File: src/rtl/calc_display_pkg.sv
// Types and defaults shared by the calculator result path and the hex display path.
// bin_to_bcd_seq and the display drivers both import this package.
package calc_display_pkg;

  localparam int DEFAULT_WIDTH  = 16;
  localparam int DEFAULT_DIGITS = 5;

  typedef logic [3:0] bcd_digit_t;

  typedef enum logic [1:0] {
    IDLE  = 2'd0,
    SHIFT = 2'd1,
    DONE  = 2'd2
  } conv_state_t;

endpackage

File: src/rtl/bcd_digit_adj.sv
// Double-dabble digit correction: a BCD digit of 5 or more gets 3 added before the next shift,
// so the shifted digit carries into the next nibble instead of passing 9.
module bcd_digit_adj
  import calc_display_pkg::*;
(
  input  bcd_digit_t digit,
  output bcd_digit_t adjusted
);

  assign adjusted = (digit >= 4'd5) ? (digit + 4'd3) : digit;

endmodule

File: src/rtl/bin_to_bcd_seq.sv
// Sequential binary to BCD converter (shift-and-add-3), one bit per clock, fixed WIDTH-cycle latency.
// Define SIGNED_INPUT_EN to treat value as two's complement and report its sign on neg.
module bin_to_bcd_seq
  import calc_display_pkg::*;
#(
  parameter int WIDTH  = DEFAULT_WIDTH,
  parameter int DIGITS = DEFAULT_DIGITS
) (
  input  logic                  clk,
  input  logic                  reset,
  input  logic                  start,
  input  logic [WIDTH-1:0]      value,
  output logic                  busy,
  output logic                  done,
  output logic [4*DIGITS-1:0]   digits,
  output logic                  neg
);

  localparam int AW = 4 * DIGITS;
  localparam int CW = $clog2(WIDTH + 1);

  conv_state_t        state;
  conv_state_t        state_next;
  logic [WIDTH-1:0]   bin_q;
  logic [AW-1:0]      acc_q;
  logic [CW-1:0]      count_q;
  logic [AW-1:0]      acc_adj;
  logic [AW+WIDTH-1:0] shifted;
  logic [WIDTH-1:0]   magnitude;
  logic               last_shift;
  logic               accept;

  for (genvar g = 0; g < DIGITS; g++) begin : g_adj
    bcd_digit_adj u_adj (
      .digit    (acc_q[4*g +: 4]),
      .adjusted (acc_adj[4*g +: 4])
    );
  end

  assign shifted    = {acc_adj, bin_q} << 1;
  assign last_shift = (count_q == CW'(1));
  assign accept     = (state == IDLE) && start;

  always_ff @(posedge clk) begin
    if (reset) begin
      state <= IDLE;
    end else begin
      state <= state_next;
    end
  end

  always_comb begin
    state_next = state;
    case (state)
      IDLE:    if (start)      state_next = SHIFT;
      SHIFT:   if (last_shift) state_next = DONE;
      DONE:                    state_next = IDLE;
      default:                 state_next = IDLE;
    endcase
  end

  // The final shift result goes straight into digits, so they only ever move on the DONE entry edge.
  always_ff @(posedge clk) begin
    if (reset) begin
      bin_q   <= '0;
      acc_q   <= '0;
      count_q <= '0;
      digits  <= '0;
    end else if (accept) begin
      bin_q   <= magnitude;
      acc_q   <= '0;
      count_q <= CW'(WIDTH);
    end else if (state == SHIFT) begin
      {acc_q, bin_q} <= shifted;
      count_q        <= count_q - 1'b1;
      if (last_shift) begin
        digits <= shifted[AW+WIDTH-1 -: AW];
      end
    end
  end

`ifdef SIGNED_INPUT_EN
  logic sign_q;

  // Negating in WIDTH bits maps the most negative input onto its exact unsigned magnitude.
  assign magnitude = value[WIDTH-1] ? (WIDTH'(0) - value) : value;

  always_ff @(posedge clk) begin
    if (reset) begin
      sign_q <= 1'b0;
      neg    <= 1'b0;
    end else if (accept) begin
      sign_q <= value[WIDTH-1];
    end else if ((state == SHIFT) && last_shift) begin
      neg <= sign_q;
    end
  end
`else
  assign magnitude = value;
  assign neg       = 1'b0;
`endif

  assign busy = (state != IDLE);
  assign done = (state == DONE);

endmodule

File: config.mk
export PLATFORM = sky130hd
export DESIGN_NAME = bin_to_bcd_seq
export DESIGN_NICKNAME = d
export VERILOG_FILES = /design/src/rtl/calc_display_pkg.sv /design/src/rtl/bcd_digit_adj.sv /design/src/rtl/bin_to_bcd_seq.sv
export SDC_FILE = /design/constraint.sdc
export NUM_CORES = 1
export LEC_CHECK = 0
export CELL_PAD_IN_SITES_DETAIL_PLACEMENT = 1
export CELL_PAD_IN_SITES_GLOBAL_PLACEMENT = 2
export CORE_MARGIN = 3
export CORE_UTILIZATION = 35
export CTS_CLUSTER_DIAMETER = 100
export DETAILED_ROUTE_END_ITERATION = 8
export HOLD_SLACK_MARGIN = 0.08
export PLACE_DENSITY = 0.82
export SLEW_MARGIN = 5
export SYNTH_ARGS = -nofsm -noshare
export SYNTH_HDL_FRONTEND = slang
export SYNTH_HIERARCHICAL = 1
export SYNTH_SLANG_ARGS = --single-unit
File: constraint.sdc
create_clock -name clk -period 4.1 [get_ports clk]
set_input_delay 0.82 -clock clk [delete_from_list [all_inputs] [get_ports clk]]
set_output_delay 0.82 -clock clk [all_outputs]
set_load 0.005 [all_outputs]
==> results of run 1 <==
[per-layer routing]
metal | vias up | GRT usage (%) | wire length [um]
li1 | 1376 | - | -
met1 | 1290 | 21.52 | 3631
met4 | 0 | 4.192 | 44
met5 | - | 0 | 0
met3 | 4 | 4.014 | 199
met2 | 31 | 25.42 | 3554
[worst max path at each step]
stage	startpoint	end	slack [ns]	cells past startpoint
final	state[1]$_SDFFE_PP0P_	done	1.63	3
after global routing	state[1]$_SDFFE_PP0P_	done	1.47	3
after CTS	state[1]$_SDFFE_PP0P_	done	1.59	3
after detailed placement	start	count_q[1]$_SDFFE_PP0P_	1.50	3
after global placement	start	count_q[1]$_SDFFE_PP0P_	1.52	3
after floorplan	state[1]$_SDFFE_PP0P_	done	2.52	3
[final cells by class]
cell class              instances  area (um^2)
flip-flops and latches         63         1261
clock buffers                  11        141.4
repair buffers                 44        425.4
clock inverters                 4        22.52
multi-input cells             276         1702
well taps                     108        135.1
fillers                      1060         4970
inverters                      17        63.81
[per-stage QoR]
| step | utilization, % | hold WS, ns | area, um^2 | setup WS (ns) |
|---|---|---|---|---|
| floorplan | - | 0.4363 | 3156 | 2.525 |
| global placement | 41.13 | 0.4524 | 3587 | 1.516 |
| detailed placement | 41.13 | 0.4606 | 3587 | 1.501 |
| CTS | 43.01 | 0.4766 | 3751 | 1.588 |
| global route | 43.01 | 0.4966 | 3751 | 1.475 |
| finish | 43.01 | 0.4746 | 3751 | 1.635 |
[worst reg2reg max path: stages, from the launching register on]
cell      delay (ns)
dfxtp_1         0.52
nand2b_1        0.50
buf_4           0.37
or3_1           0.35
a21oi_1         0.15
[power by group]
part	internal [mW]	switching, mW
logic	0.0608	0.0792
clock network	0.230	0.235
registers	0.633	0.0193
total	0.924	0.334
[registers in the layout (all words and copies together) (netlist names)]
register	cells
acc_q	20
bin_q	16
count_q	5
digits	20
state	2
[placed cells by master, fill, tap and decap left out, drive strengths merged]
cell type,count
a2111oi,8
a211oi,8
a21o,1
a21oi,28
a41o,1
and2,1
buf,5
clkbuf,11
clkdlybuf4s50,39
clkinv,3
clkinvlp,1
conb,1
dfxtp,63
ha,12
inv,17
mux2i,5
nand2,62
nand2b,33
nand3b,1
nand4b,20
nor2,34
nor2b,2
nor3,2
nor3b,1
nor4b,1
o21ai,29
o21ba,1
o22ai,16
o2bb2ai,1
or3,2
xnor2,5
xor2,1
==> flow_summary_export.csv, run 1 <==
group,metric,value,unit
route,ant_nets,0,
sta,slew_viol_final,0,
synth,syn_area,3156,um^2
route,drtIter0Drc,71,
worst_setup_path,r2r_setup_slack,2.14,ns
placement,gp_congestion,0.7325,
worst_setup_path,crit_chain,"inv_2 -> nor2_1 -> clkdlybuf4s50_1",
worst_setup_path,crit_slowest_cell,"clkdlybuf4s50_1",
synth,netlist_instances,383,
clock_network,clk_latency,0.33,ns
worst_setup_path,cp_data_required_time,3.28,ns
sta,rsz0062_at_grt,"false",
clock_network,cts_resized,0,
sta,min_period_over_period,60.13,%
power_and_ir_drop,p_leak,1.332,nW
worst_hold_path,min_path_type,"flip-flop to flip-flop",
clock_network,holdBufCountCts,0,
worst_setup_path,critPathMaxStageDelay,0.52,ns
clock_network,clockBufferDepth,2,
sta,setup_tns,0,ns
floorplan,start_util,36.18,%
worst_hold_path,min-delay-start,"digits[11]$_SDFFE_PP0P_",
clock_network,clkTransAtPathRegs,0.07,ns
flow_run,drv_cap,0,
global_routing,grt_pass1_vias,2726,
run_status,status,"completed",
cells_and_area,syn_to_final_growth,18.87,%
clock_network,cts_buffers,9,
sta,tightest_slew,0.7809,ns
route,first_pass_iters,4,
sta,skew,0.01040,ns
floorplan,core,8721,um^2
power_and_ir_drop,p_total,1.257,mW
sta,setup_violations,0,
placement,io_buffer_count,40,
cells_and_area,layout-drive-gt1-share,8.916,%
clock_network,cts.sinks,63,
global_routing,grt_pass1_wl,13.20,mm
worst_hold_path,whs_endpoint,"digits[11]$_SDFFE_PP0P_",
worst_hold_path,holdPathStages,2,
floorplan,die_h,101.0,um
worst_setup_path,r2r-end,"count_q[3]$_SDFFE_PP0P_",
clock_network,root_buffer,"clkbuf_8",
cells_and_area,post_layout_nonfiller_instances,523,
worst_setup_path,worst-setup-path-type,"flip-flop to output port",
route,wl_per_cell,14.21,um
sta,relSlewSlack,47.94,%
synth,synth_area_per_cell,8.239,um^2
route,routed_wl,7.431,mm
global_routing,grt_overflow,0,
worst_setup_path,rr_startpoint,"state[0]$_SDFFE_PP0P_",
worst_setup_path,worst-path-buf-inv,2,
cells_and_area,finish.net_count,442,
clock_network,cts_tree,"yes",
global_routing,antenna_found_initial,0,
floorplan,io_pins,42,
clock_network,cts-htree-levels,3,
placement,dp_cells,508,
placement,hpwl,4.964,mm
worst_setup_path,crit_path_max_fanout,17,
floorplan,fp.dieW,101.0,um
global_routing,grt_usage,15.94,%
synth,yosys_warnings,6,
floorplan,rows,34,
worst_setup_path,cp.arrival,1.65,ns
clock_network,cts_setup_buffers,0,
floorplan,dieArea,10190,um^2
sta,fmax,0.4056,GHz
route,drc,0,
power_and_ir_drop,p_per_area,335.2,nW/um^2
route,num_vias,2701,
worst_setup_path,rr_worst_depth,4,
worst_setup_path,crit_path_end_kind,"output port",
global_routing,grt_max_degree,61,
power_and_ir_drop,ir_drop,0.1911,mV
sta,hold_violations,0,
worst_setup_path,cp_top_family,"buffers and inverters",
sta,fin_crit,2.465,ns
cells_and_area,diodes,0,
route,vias_per_cell,5.164,
synth,syn_nets,414,
worst_setup_path,worstSetupStartpointType,"flip-flop",
Power figures use the tool's default switching activity.
==> run 2, diff against run 1 <==
Settings changed: CORE_UTILIZATION 35 to 29, PLACE_DENSITY 0.82 to 0.73.
Clock period 4.1 ns to 2 ns, I/O delays scaled along.
==> run 2 against run 1 <==
- final area is 4.7% higher
- register-to-register slack worse by 1.7 ns
- sequential power is 110% higher
- highest routed layer unchanged
- critical endpoint unchanged
- first-iteration DRC count is 42% higher
- wire length is 9.3% higher
- critical path depth stayed put
- sequential share of layout area is 1.5 points lower
- cell count is 7.1% higher
- largest power group unchanged
==> flow_summary_export.csv, run 2 (synthesis gave the netlist of run 1 again) <==
group,metric,value,unit
floorplan,core,10460,um^2
cells_and_area,nFillCells,1270,
clock_network,cts_tree,"yes",
clock_network,clockBufferDepth,2,
sta,fmax,0.5176,GHz
cells_and_area,reg_top3,"acc_q: 20 flops, digits: 20 flops, bin_q: 16 flops",
floorplan,start_util,30.16,%
worst_setup_path,cp.arrival,1.53,ns
power_and_ir_drop,p_leak,1.389,nW
sta,slew_viol_final,0,
floorplan,fp.dieW,110.3,um
placement,hpwl,5.495,mm
worst_setup_path,worst-setup-path-type,"flip-flop to output port",
floorplan,die_h,110.3,um
clock_network,clkTransAtPathRegs,0.08,ns
floorplan,rows,37,
sta,setup_violations,0,
clock_network,clk_latency,0.35,ns
sta,fin_crit,1.932,ns
power_and_ir_drop,p_total,2.821,mW
worst_setup_path,crit_path_max_fanout,8,
global_routing,grt_max_degree,44,
clock_network,root_buffer,"clkbuf_8",
cells_and_area,diodes,0,
power_and_ir_drop,ir_drop,0.3484,mV
route,drtIter0Drc,101,
worst_setup_path,cp_data_required_time,1.60,ns
placement,gp_congestion,0.7223,
cells_and_area,layout-drive-gt1-share,11.56,%
worst_hold_path,min_path_type,"flip-flop to flip-flop",
route,vias_per_cell,4.873,
sta,min_period_over_period,96.60,%
cells_and_area,finish.net_count,450,
sta,hold_violations,0,
placement,io_buffer_count,40,
cells_and_area,syn_to_final_growth,24.50,%
sta,setup_tns,0,ns
global_routing,grt_usage,14.44,%
sta,rsz0062_at_grt,"false",
run_status,status,"completed",
flow_run,drv_cap,0,
worst_hold_path,holdPathStages,2,
floorplan,dieArea,12170,um^2
worst_setup_path,crit_path_end_kind,"output port",
clock_network,cts.sinks,63,
route,ant_nets,0,
route,drc,0,
power_and_ir_drop,p_per_area,718.1,nW/um^2
cells_and_area,layout_commonest_cell,"nand2_1",
sta,skew,0.01225,ns
worst_setup_path,rr_worst_depth,7,
clock_network,cts-htree-levels,3,
route,routed_wl,8.123,mm
floorplan,io_pins,42,
global_routing,grt_pass1_wl,13.72,mm
global_routing,antenna_found_initial,0,
cells_and_area,layout_common_cells,"62 x nand2_1, 61 x dfxtp_1, 39 x clkdlybuf4s50_1",
route,first_pass_iters,4,
worst_setup_path,worstSetupStartpointType,"flip-flop",
route,num_vias,2729,
clock_network,cts_buffers,9,
route,wl_per_cell,14.51,um
global_routing,grt_pass1_vias,2763,
global_routing,grt_overflow,0,
==> run 2: layout make-up <==
class	instances	area, um^2	share of cell area, %
tap	136	170.2	4.331
clock inverter	6	68.82	1.752
inverter	17	63.81	1.624
multi-input combinational	276	1702	43.31
clock buffer	10	137.6	3.503
sequential	63	1264	32.17
timing repair buffer	52	523.0	13.31
==> run 2: stage by stage <==
| stage | hold WS, ns | utilization, % | std cells | setup WS (ns) | area, um^2 |
|---|---|---|---|---|---|
| after floorplan | 0.4363 | - | 383 | 0.6522 | 3156 |
| after global placement | 0.4456 | 35.55 | 544 | 0.1669 | 3720 |
| after detailed placement | 0.4615 | 35.55 | 544 | 0.1046 | 3720 |
| after CTS | 0.4707 | 37.55 | 560 | 0.03456 | 3929 |
| after global routing | 0.4983 | 37.55 | 560 | 0.001190 | 3929 |
| final | 0.4646 | 37.55 | 560 | 0.06791 | 3929 |
==> run 2: per-layer routing <==
metal,track usage (%),vias to the layer above,wire [um]
met1,19.07,1309,3941
met3,3.553,8,210
met2,23.48,29,3899
li1,-,1383,-
met4,3.958,0,73
met5,0,-,0
==> run 2: repair_timing <==
action | 4_1_cts | 5_1_grt
resized for setup | 2 | 0
hold buffers | 0 | 0
endpoints found under the setup margin | 1 | 0
setup buffers | 0 | 0
==> run 2: critical path, cell delays in order, from the launching register on <==
cell	delay [ns]
dfxtp_2	0.37
buf_4	0.16
nor2_1	0.14
clkdlybuf4s50_1	0.53
==> run 2: worst paths after layout <==
check / startpoint / end / slack (ns)
min reg2reg: acc_q[17]$_SDFFE_PP0P_ / acc_q[17]$_SDFFE_PP0P_ / 0.46
max reg2reg: acc_q[1]$_SDFFE_PP0P_ / digits[2]$_SDFFE_PP0P_ / 0.43
min: acc_q[17]$_SDFFE_PP0P_ / acc_q[17]$_SDFFE_PP0P_ / 0.46
max: state[0]$_SDFFE_PP0P_ / done / 0.07
==> run 2: report_power, final <==
part	switching, mW	internal [mW]	total (mW)
sequential	0.0381	1.30	1.34
clock	0.554	0.613	1.17
combinational	0.174	0.144	0.318
total	0.766	2.06	2.82
